[config.mk]
export PLATFORM = sky130hd
export DESIGN_NAME = alu_share_ctrl
export DESIGN_NICKNAME = d
export VERILOG_FILES = /design/src/rtl/alu_share_ctrl.sv
export SDC_FILE = /design/constraint.sdc
export NUM_CORES = 1
export LEC_CHECK = 0
export BUFFER_PORTS_ARGS = -buffer_cell sky130_fd_sc_hd__buf_4
export CORE_UTILIZATION = 31
export CTS_CLUSTER_DIAMETER = 200
export DETAILED_ROUTE_END_ITERATION = 6
export GPL_ROUTABILITY_DRIVEN = 0
export PLACE_DENSITY = 0.85
export SYNTH_ARGS = -nofsm -noshare
export SYNTH_HDL_FRONTEND = slang
export SYNTH_SLANG_ARGS = --single-unit
[constraint.sdc]
create_clock -name clk -period 1.6 [get_ports clk]
set_clock_uncertainty 0.2 [all_clocks]
set_input_delay 0 -clock clk [delete_from_list [all_inputs] [get_ports clk]]
set_output_delay 0 -clock clk [all_outputs]
set_load 0.05 [all_outputs]
[src/rtl/alu_share_ctrl.sv]
// Shares one execute ALU between the pipeline (requester 0) and the scan port
// (requester 1); owns a one-entry response buffer and the Z/V/N flag register.
module alu_share_ctrl #(
    parameter int DATA_W = 16,
    parameter int OP_W   = 4,
    parameter bit RR_EN  = 1'b1
) (
    input  logic              clk,
    input  logic              rst_n,
    input  logic [1:0]        req_valid,
    output logic [1:0]        req_ready,
    input  logic [OP_W-1:0]   req0_op,
    input  logic [OP_W-1:0]   req1_op,
    input  logic [DATA_W-1:0] req0_a,
    input  logic [DATA_W-1:0] req0_b,
    input  logic [DATA_W-1:0] req1_a,
    input  logic [DATA_W-1:0] req1_b,
    output logic [OP_W-1:0]   alu_op,
    output logic [DATA_W-1:0] alu_a,
    output logic [DATA_W-1:0] alu_b,
    input  logic [DATA_W-1:0] alu_result,
    input  logic              alu_ovfl,
    output logic [1:0]        rsp_valid,
    input  logic [1:0]        rsp_ready,
    output logic [DATA_W-1:0] rsp_data,
    output logic [2:0]        flag
);

    // Handshake: a request moves on a rising edge where req_valid[i] & req_ready[i];
    // a response drains on an edge where rsp_valid[i] & rsp_ready[i]. Valid never
    // depends on ready on the same side, and a held response does not change until drained.
    typedef enum logic {EMPTY = 1'b0, FULL = 1'b1} state_t;

    state_t state, state_nxt;
    logic   owner;
    logic   last_grant;
    logic   eligible;
    logic   grant_vld;
    logic   grant_id;
    logic   z_en;
    logic   vn_en;

    always_comb begin
        eligible = (state == EMPTY) || rsp_ready[owner];
        if (req_valid == 2'b11) begin
            grant_id = RR_EN ? ~last_grant : 1'b0;
        end else begin
            grant_id = req_valid[1];
        end
        grant_vld = rst_n && eligible && (req_valid != 2'b00);
        req_ready = 2'b00;
        if (grant_vld) begin
            req_ready[grant_id] = 1'b1;
        end
        alu_op = req0_op;
        alu_a  = req0_a;
        alu_b  = req0_b;
        if (grant_vld && grant_id) begin
            alu_op = req1_op;
            alu_a  = req1_a;
            alu_b  = req1_b;
        end
        z_en  = (alu_op <= OP_W'(2)) || ((alu_op >= OP_W'(4)) && (alu_op <= OP_W'(6)));
        vn_en = (alu_op <= OP_W'(1));
    end

    // A new accept wins over a drain, so drain+accept keeps the buffer FULL.
    always_comb begin
        state_nxt = state;
        if (grant_vld) begin
            state_nxt = FULL;
        end else if ((state == FULL) && rsp_ready[owner]) begin
            state_nxt = EMPTY;
        end
    end

    always_ff @(posedge clk) begin
        if (!rst_n) begin
            state <= EMPTY;
        end else begin
            state <= state_nxt;
        end
    end

    always_ff @(posedge clk) begin
        if (!rst_n) begin
            rsp_data   <= '0;
            owner      <= 1'b0;
            last_grant <= 1'b1;
            flag       <= 3'b000;
        end else if (grant_vld) begin
            rsp_data   <= alu_result;
            owner      <= grant_id;
            last_grant <= grant_id;
            if (z_en) begin
                flag[0] <= (alu_result == '0);
            end
            if (vn_en) begin
                flag[1] <= alu_ovfl;
                flag[2] <= alu_result[DATA_W-1];
            end
        end
    end

    assign rsp_valid = (state == FULL) ? (owner ? 2'b10 : 2'b01) : 2'b00;

endmodule
---- Yosys cells after proc, flatten, opt, wreduce, memory -nomap -nowiden ----
Cells that the tools add are included.
word-level totals
  register bits after elaboration ......... 22
  output and inout bits ................... 59
  word-level logic and storage cells ...... 42
cells by class
  $lt $le $gt $ge ......................... 7
  equality and inequality tests ........... 1
  multiplexer cells ....................... 13
  bitwise logic cells ..................... 2
  reduce and logical (&&, ||, !) cells .... 13
operators with widths
  kind                                                                               number
  16-bit two-way mux                                                                 2
  16-bit logical NOT                                                                 1
  1-bit logical AND                                                                  6
  1-bit two-way mux                                                                  6
  2-bit two-way mux                                                                  3
  4-bit by 3-bit >= comparator with 1-bit output (second input constant)             1
  4-bit by 1-bit less-or-equal comparator with 1-bit output (second input constant)  1
  4-bit by 2-bit less-or-equal comparator with 1-bit output (second input constant)  1
  4-bit by 3-bit less-or-equal comparator with 1-bit output (second input constant)  1
  1-bit by 2-bit less-than comparator with 1-bit output (second input constant)      2
  4-bit two-way mux                                                                  1
  2-bit AND reduction                                                                2
  2-bit nonzero test                                                                 2
  2-bit equality test (second input constant)                                        1
  1-bit logical OR                                                                   2
  1-bit NOT                                                                          2
  1-bit demux with 1-bit select                                                      1
  1-bit >= comparator (second input constant)                                        1

---- Logic depth before layout (Yosys ltp) ----
Gate-level depths: netlist of the first run.
  word-level depth ........................ 11
  mapped depth ............................ 6
  gate-level depth less buffers ........... 4

---- Worst setup path before layout of the first run ----
Ideal clock, no wire load.
  path kind ............................... register to output
  start ................................... register owner
  end ..................................... output port alu_a[12]
  arrival time ............................ 1.646 ns
  data required time ...................... 1.400 ns
  setup slack ............................. -0.246 ns
  stages on the path, launching flop included .. 6
  path buffers ............................ 2
  cell sequence ........................... dfxtp_1 -> mux2i_2 -> a211oi_2 -> buf_6 -> buf_12 -> mux2_1
between the ends
  word-level cells in the longest chain between the ends .. 7
ends and longest elaborated chain
  item                                                   RTL line  text
  from (decl)                                            35        logic owner;
  from (signal assigned)                                 93        owner <= grant_id;
  1-bit two-way mux (implied by the code) (2 in series)  44        eligible = (state == EMPTY) || rsp_ready[owner];
  1-bit logical OR                                       44
  1-bit logical AND (2 in series)                        50        grant_vld = rst_n && eligible && (req_valid != 2'b00);
  1-bit logical AND                                      58        if (grant_vld && grant_id) begin
  16-bit two-way mux                                     58
  to (decl)                                              19        output logic [DATA_W-1:0] alu_a,
No other way between the ends. The select of a mux whose other input is x is not followed.

---- Worst setup path in the final report of the first run ----
  start ................................... register owner
  end ..................................... output port alu_b[1]
between the ends
  word-level cells in the longest chain between the ends .. 7
ends and longest elaborated chain
  item                                                   RTL line  text
  1-bit two-way mux (implied by the code) (2 in series)  44
  1-bit logical OR                                       44
  1-bit logical AND (2 in series)                        50
  1-bit logical AND                                      58
  16-bit two-way mux                                     58
  to (decl)                                              20        output logic [DATA_W-1:0] alu_b,
No other way between the ends. The select of a mux whose other input is x is not followed.

==> out/qor.txt, run 1 <==
slew margin rel. = 78.4%
pre-CTS setup slack = -166 ps
simple-gate area share of the yosys netlist = 21.8%
total power = 2.27 mW
critical path type = reg -> out
Initial Utilization = 32.1%
first-pass GRT wire length = 8930 microns
Layout fillers = 242
CP Max Fanout = 7
max cap viols = 0
Post-Layout Cell Count = 394
initial antenna violation count = 0
share of layout cells above drive strength 1 = 64.9%
boundary pin count = 154
drt drc = 0
Longest Clk Path Bufs = 2
Ys Warns = 0
synthesized flop and latch total = 22
Yosys cell types = 34
WL final = 6830 microns
FF/Latch Area = 442 sq um
DIE AREA = 4780 sq um
violated checks = negative hold slack, negative setup slack
Post-DRT Antenna Nets = 0
Port Buffer Count = 153
crit path time final = 2080 ps
clk sinks = 22
data arrival time of the worst path = 1880 ps
Post-Syn Area = 1400 sq um
Post-Synth XOR/XNOR Area = 0%
diodes inserted = 0
Most used DFF post-synth = dfxtp_1
routed len/inst = 17.3 microns
Pwr Density = 676 nW/um^2
Setup violations, final = 57
Synth Area in Compound Gates = 7.08%
CTS tree = done
clk_lat worst skew = 260 ps
period utilization = 130%
DRT iter0 DRCs = 79
multi-input gate area in the final layout = 1020 sq um
Via density = 5.07
Post-synth ARST share = 0%
post-synthesis mux area share = 34.6%
final hold slack = -13.6 ps
hpwl dp = 3790 microns
main combinational cell family by area after synthesis = multiplexers
number of synthesized flops with an enable pin = 0
Leakage = 1.69 nW
H-tree levels = 1
CTS clk-pin slew, worst paths = 80 ps
# nets final = 438
Worst setup EP type = output port
Final Hold Viols = 1
RSZ-0062 raised after global routing = true
sequential fraction of the synthesis area = 31.5%
setup ws final = -484 ps
DRT Pass-1 Iters = 4
actual slew at the worst max-slew pin = 322 ps
outcome = finished with violations
Die Y = 69.1 microns
Worst Path Required = 1400 ps
layout overhead on the synthesized area = 140%
synthesized-area fraction occupied by adder cells = 0%
largest net degree at the start of global routing = 25
crit path launch type = flip-flop
DR vias = 1996
Worst VDD drop = 0.000574 V
CORE AREA = 4350 sq um
Synthesized Nets = 248
number of global-route vias before repair = 1880
syn avg cell area = 9.13 sq um
fmax = 480 MHz
post-layout util = 77.0%
CTS Buf Count = 3
CTS Root Cell = clkbuf_8
GR Overflow Total = 0
Tightest Hold Check Type = in -> reg
Gate Count Post-Synth = 153
gr usage total = 22.8%
placed cell count = 361
std cell rows = 24
Die X = 69.1 microns
Final Max Tran Viols = 0
## layout make-up
cell class	instances	area share, %
Multi-Input combinational cell	121	30.4
Sequential cell	22	13.2
Timing Repair Buffer	195	52.9
Tap cell	52	1.94
Clock buffer	4	1.64
## cells in the final DEF (no fill, tap or decap), types with 2 or more instances in the layout
cell,instances
a21oi_1,4
buf_12,2
buf_4,128
buf_6,28
buf_8,14
clkbuf_8,4
dfxtp_1,21
dlygate4sd3_1,22
mux2_2,2
mux2_4,34
mux2i_1,3
nand2_1,36
nand3_1,16
nor2b_1,3
nor3_1,3
## cell usage after synthesis (all sizes together), types with 2 or more instances
cell type  instances  area [sq um]
nor2               2          7.51
clkbuf             4          16.3
mux2              36           439
a21oi              5          28.8
nor2b              3          18.8
mux2i              4          43.8
nand2             36           135
buf                6          53.8
nand3             16          80.1
nor3               4          20.0
a211oi             2          20.0
o21ai              2          10.0
dfxtp             22           440
## stage by stage
step	setup TNS, ps	cell area (sq um)
4_1_cts	-15750	3080
3_5_place_dp	-6050	2700
2_1_floorplan	-2540	1450
6_report	-17380	3350
5_1_grt	-21760	3350
3_3_place_gp	-4780	2700
## worst paths after layout
kind / from / to / slack (ps) / cells past startpoint
max: owner$_SDFFE_PN0P_ / alu_b[1] / -480 / 6
min: alu_result[0] / flag[0]$_SDFFE_PN0P_ / -10 / 5
max reg2reg: owner$_SDFFE_PN0P_ / last_grant$_SDFFE_PN1P_ / -160 / 7
min reg2reg: rsp_data[1]$_SDFFE_PN0P_ / rsp_data[1]$_SDFFE_PN0P_ / 260 / 2
## cell families after synthesis
family,after synthesis
AO/OA/AOI/OAI,14
multiplexers,40
flip-flops,22
buffers and inverters,10
AND/OR/NAND/NOR,67
## sequential cells by signal, summed over array words and instances (netlist names)
name	count
last_grant	1
rsp_data	16
flag	3
owner	1
state	1
## routing by layer
| metal | part of all wire, % | track usage (%) | vias to the layer above |
|---|---|---|---|
| met2 | 52 | 39.5 | 114 |
| met4 | 1.5 | 7.48 | 0 |
| met1 | 38 | 27.6 | 955 |
| met3 | 8.2 | 5.41 | 12 |
| met5 | 0 | 0 | - |
| li1 | - | - | 915 |
## worst max-delay path: stages, from the launching register on
cell and delay [ps]:
dfxtp_2 330, mux2i_2 170, a211oi_4 290, buf_6 180
buf_12 130, mux2_2 350, buf_6 160
## timing repair
| item | 4_1_cts | 5_1_grt |
|---|---|---|
| hold buffers | 22 | 4 |
| endpoints found under the hold margin | 21 | 4 |
| setup endpoints to repair | 57 | 59 |
| buffers inserted | 2 | 4 |
| cloned | 1 | 2 |
| resized for setup | 17 | 64 |
| pin swaps | 0 | 4 |
## report_power, final
group | switching [mW] | internal (mW) | leakage, nW | total (mW)
logic | 0.674 | 0.573 | 1.48 | 1.25
registers | 0.0268 | 0.591 | 0.182 | 0.618
clock network | 0.181 | 0.219 | 0.0288 | 0.400
total | 0.882 | 1.38 | 1.69 | 2.27
No activity file was read; power rests on OpenSTA's default activity.
==> inputs of run 2 (changes only) <==
--- a/config.mk
+++ b/config.mk
@@ -9,7 +9,6 @@
 export CORE_UTILIZATION = 31
 export CTS_CLUSTER_DIAMETER = 200
 export DETAILED_ROUTE_END_ITERATION = 6
-export GPL_ROUTABILITY_DRIVEN = 0
 export PLACE_DENSITY = 0.85
 export SYNTH_ARGS = -nofsm -noshare
 export SYNTH_HDL_FRONTEND = slang
==> constraint.sdc (replaced) <==
create_clock -name clk -period 1.76 [get_ports clk]
set_clock_uncertainty 0.2 [all_clocks]
set_input_delay 0 -clock clk [delete_from_list [all_inputs] [get_ports clk]]
set_output_delay 0 -clock clk [all_outputs]
set_load 0.05 [all_outputs]
==> out/qor.txt, run 2 (synthesis results as in run 1) <==
Tightest Hold Check Type = in -> reg
DRT iter0 DRCs = 53
Post-DRT Antenna Nets = 0
period utilization = 120%
Worst setup EP type = output port
pre-CTS setup slack = -49.4 ps
number of global-route vias before repair = 1928
gr usage total = 25.5%
Setup violations, final = 41
placed cell count = 359
proportion of power drawn by combinational gates = 56.0%
layout overhead on the synthesized area = 134%
Worst VDD drop = 0.000537 V
FF/Latch Area = 442 sq um
# nets final = 434
Die Y = 69.1 microns
actual slew at the worst max-slew pin = 442 ps
GR Overflow Total = 0
NetSw = 0.776 mW
Leakage = 1.63 nW
setup_tns = -11620 ps
hpwl dp = 4350 microns
Die X = 69.1 microns
hold wc startpoint = req0_op[3]
outcome = finished with violations
initial antenna violation count = 0
diodes inserted = 0
Initial Utilization = 32.1%
CTS clk-pin slew, worst paths = 80 ps
clk sinks = 22
Crit path top cell by count = buf_6
data arrival time of the worst path = 1910 ps
RSZ-0062 raised after global routing = true
crit path cell chain = mux2i_4 -> a211oi_4 -> buf_6 -> buf_12 -> mux2_2 -> buf_6
R2R Setup Slk = -40 ps
CP max stage cell = mux2_2
H-tree levels = 1
slew margin rel. = 70.5%
share of layout cells above drive strength 1 = 64.7%
commonest cells after routing, fill and taps aside = buf_4 (127), nand2_1 (36), buf_6 (31)
Buf/Inv on CP = 3
Int Pwr = 1.20 mW
Sequential Power Share = 28.4%
Final Hold Viols = 0
Port Buffer Count = 153
largest registers = rsp_data x16, flag x3
multi-input gate area in the final layout = 996 sq um
delay-heaviest family, CP = multiplexers
Reg with most FFs = rsp_data
Pwr Density = 603 nW/um^2
routed len/inst = 16.5 microns
CTS tree = done
Longest Clk Path Bufs = 2
CTS Buf Count = 3
Register-to-Register Path Depth = 8
hold path depth = 4
CORE AREA = 4350 sq um
max cap viols = 0
crit path launch type = flip-flop
worst r2r src = owner$_SDFFE_PN0P_
WL final = 6420 microns
setup ws final = -353 ps
Hold Crit Endpoint = flag[0]$_SDFFE_PN0P_
Switching Fraction = 39.4%
std cell rows = 24
critical path type = reg -> out
Worst Path Required = 1560 ps
Placer Congestion = 0.734
number of flip-flops in the largest register = 16
crit-path max cell delay = 360 ps
DIE AREA = 4780 sq um
clk_lat worst skew = 260 ps
clock power share = 15.6%
CP Max Fanout = 19
Final Max Tran Viols = 0
CTS Root Cell = clkbuf_8
crit path time final = 2110 ps
Via density = 4.81
largest net degree at the start of global routing = 25
DR vias = 1872
DRT Pass-1 Iters = 4
violated checks = negative setup slack
most common cell after layout, fill and taps aside = buf_4
first-pass GRT wire length = 9660 microns
Layout fillers = 322
boundary pin count = 154
capturing point of the worst reg2reg path = owner$_SDFFE_PN0P_
drt drc = 0
fmax = 473 MHz
Post-Layout Cell Count = 389
-- run 2: changes by cell type in the layout (fill, tap and decap cells not counted), moves of 2 or more --
cell / before / now
mux2_2: 2 / 10
mux2_4: 34 / 26
buf_6: 28 / 31
buf_8: 14 / 8
dlygate4sd3_1: 22 / 20
buf_12: 2 / 4
nor2_4: 0 / 2
-- run 2: area by class of cell --
class	instances	area share [%]
Timing Repair Buffer	191	52.8
Sequential cell	22	13.5
Clock buffer	3	1.26
Tap cell	52	1.99
Multi-Input combinational cell	121	30.4
-- run 2: worst max path at each step --
stage                                  start        end  slack [ps]  depth (start not counted)
after floorplan           owner$_SDFFE_PN0P_  alu_a[13]         -30                          4
after global placement    owner$_SDFFE_PN0P_  alu_b[13]         -10                          5
after detailed placement  owner$_SDFFE_PN0P_  alu_a[13]         -50                          5
after CTS                 owner$_SDFFE_PN0P_  alu_b[14]        -290                          7
after global routing      owner$_SDFFE_PN0P_  alu_b[15]        -390                          6
final                     owner$_SDFFE_PN0P_  alu_b[15]        -350                          6
-- run 2: what timing repair did --
action                     4_1_cts  5_1_grt
setup endpoints to repair       38       59
hold buffers                    20        0
cloned                           1        0
hold endpoints to repair        21        0
gates resized for setup         56       16
buffers inserted                 5        1
pin swaps                        1        2
-- run 2: stage by stage --
stage,hold WS (ps),util [%],power (mW),area (sq um)
after floorplan,-101,-,1.12,1400
after global placement,-5.70,61.3,1.49,2670
after detailed placement,-0.178,61.3,1.51,2670
after CTS,18.7,73.3,1.95,3190
after global routing,21.3,75.2,2.05,3270
final,5.98,75.2,1.97,3270
-- run 2: routing by layer --
metal,track usage [%],up-vias,part of all wire [%]
li1,-,907,-
met1,27.1,857,37
met2,48.5,94,55
met3,6.87,14,5.8
met4,7.03,0,2.2
met5,0,-,0
-- run 2: worst reg2reg max path: cells and delay by family, from the launching register on --
kind	cells	cell delay, ps
muxes	1	260
and+or+nand+nor	1	70
buffers and inverters	4	550
AOI/OAI and AO/OA	2	250
DFF	1	380
-- run 2: power by group through the flow --
stage	registers [mW]	clock network [mW]	logic, mW
finish	0.559	0.308	1.11
global route	0.565	0.339	1.15
detailed placement	0.570	0	0.939
CTS	0.559	0.319	1.07
floorplan	0.690	0	0.431
global placement	0.568	0	0.925
==> inputs of run 3 (changes only) <==
--- a/config.mk
+++ b/config.mk
@@ -6,10 +6,12 @@
 export NUM_CORES = 1
 export LEC_CHECK = 0
 export BUFFER_PORTS_ARGS = -buffer_cell sky130_fd_sc_hd__buf_4
-export CORE_UTILIZATION = 31
+export CORE_MARGIN = 3
+export CORE_UTILIZATION = 32
+export CTS_BUF_LIST = sky130_fd_sc_hd__clkbuf_8
 export CTS_CLUSTER_DIAMETER = 200
 export DETAILED_ROUTE_END_ITERATION = 6
-export PLACE_DENSITY = 0.85
+export PLACE_DENSITY = 0.87
 export SYNTH_ARGS = -nofsm -noshare
 export SYNTH_HDL_FRONTEND = slang
 export SYNTH_SLANG_ARGS = --single-unit
==> out/qor.txt, run 3 (synthesis results as in run 1) <==
CP Max Fanout = 6
Worst VDD drop = 0.000717 V
Worst Path Required = 1560 ps
WL final = 7190 microns
initial antenna violation count = 0
# nets final = 435
setup_tns = -9630 ps
fmax = 484 MHz
largest net degree at the start of global routing = 25
Final Max Tran Viols = 0
CORE AREA = 4120 sq um
Final Hold Viols = 0
gr usage total = 25.7%
most common cell after layout, fill and taps aside = buf_4
Crit path top cell by count = buf_6
post-layout util = 79.3%
clk_lat worst skew = 260 ps
CTS Root Cell = clkbuf_8
max cap viols = 0
Post-Layout Cell Count = 389
Die Y = 72.1 microns
commonest cells after routing, fill and taps aside = buf_4 (134), nand2_1 (36), mux2_4 (20), dfxtp_1 (20), dlygate4sd3_1 (20)
layout overhead on the synthesized area = 134%
diodes inserted = 0
clk sinks = 22
DIE AREA = 5190 sq um
largest registers = rsp_data x16, flag x3
period utilization = 117%
CTS Buf Count = 3
Pwr Density = 618 nW/um^2
crit path launch type = flip-flop
boundary pin count = 154
std cell rows = 23
H-tree levels = 1
GR Overflow Total = 0
CTS tree = done
Placer Congestion = 0.755
RSZ-0062 raised after global routing = true
Tightest Hold Check Type = in -> reg
crit path time final = 2070 ps
crit path cell chain = a21bo_4 -> a211oi_4 -> buf_6 -> clkbuf_16 -> mux2_2 -> buf_6
first-pass GRT wire length = 10200 microns
Initial Utilization = 33.9%
DRT Pass-1 Iters = 4
hpwl dp = 4600 microns
Via density = 4.93
DRT iter0 DRCs = 123
DR vias = 1918
violated checks = negative setup slack
drt drc = 0
Layout fillers = 273
data arrival time of the worst path = 1870 ps
setup ws final = -307 ps
Worst setup EP type = output port
Final Cell Area = 3260 sq um
pre-CTS setup slack = -48.2 ps
CTS clk-pin slew, worst paths = 80 ps
crit-path max cell delay = 340 ps
outcome = finished with violations
CP max stage cell = mux2_2
placed cell area = 2640 sq um
Reg with most FFs = rsp_data
number of flip-flops in the largest register = 16
actual slew at the worst max-slew pin = 749 ps
Setup violations, final = 38
number of global-route vias before repair = 2030
slew margin rel. = 50.1%
Longest Clk Path Bufs = 2
Leakage = 1.64 nW
share of layout cells above drive strength 1 = 64.3%
critical path type = reg -> out
Post-DRT Antenna Nets = 0
placed cell count = 355
Port Buffer Count = 153
routed len/inst = 18.5 microns
Die X = 72.1 microns
==> run 3: repair_timing <==
item                                    CTS  global route
cloned                                    2             1
pin swaps                                 2             4
buffers inserted                          4             0
endpoints found under the setup margin   39            56
resized for setup                        49            14
hold endpoints to repair                 21             3
hold buffers                             20             3
==> run 3: power by group <==
group / switching [mW] / internal [mW]
clock network: 0.164 / 0.199
registers: 0.0222 / 0.538
logic: 0.597 / 0.495
==> run 3: layout make-up <==
class                           count  area [sq um]  share of cell area, %
Tap cell                           50          62.6                   1.92
Clock buffer                        4          55.1                   1.69
Sequential cell                    22           443                   13.6
Timing Repair Buffer              192          1740                   53.4
Multi-Input combinational cell    121           958                   29.4
==> run 3: path summary, 6_finish.rpt <==
kind / cells past startpoint / slack [ps] / start / to
worst max-delay path: 6 / -310 / last_grant$_SDFFE_PN1P_ / alu_a[14]
worst min-delay path: 4 / 20 / req0_op[3] / flag[0]$_SDFFE_PN0P_
worst max register to register: 5 / -10 / owner$_SDFFE_PN0P_ / flag[2]$_SDFFE_PN0P_
worst min register to register: 2 / 260 / rsp_data[6]$_SDFFE_PN0P_ / rsp_data[6]$_SDFFE_PN0P_
==> run 3: per-layer routing <==
metal / GRT usage (%) / part of all wire (%) / vias to the layer above
li1: - / - / 909
met1: 25.9 / 35 / 901
met3: 6.65 / 7.1 / 18
met5: 0 / 0 / -
met4: 9.39 / 3.0 / 0
met2: 50.0 / 55 / 90
==> run 3: critical path: cells and delay by family (launching register included) <==
family          cells  cell delay [ps]
compound gates      2              410
buf+inv             3              510
flops               1              330
mux                 1              340
==> run 3: stage by stage <==
stage,hold slack [ps],power [mW]
2_1_floorplan,-101,1.12
3_3_place_gp,-6.35,1.48
6_report,20.8,2.02
4_1_cts,21.0,1.98
5_1_grt,49.6,2.10
3_5_place_dp,-1.08,1.50
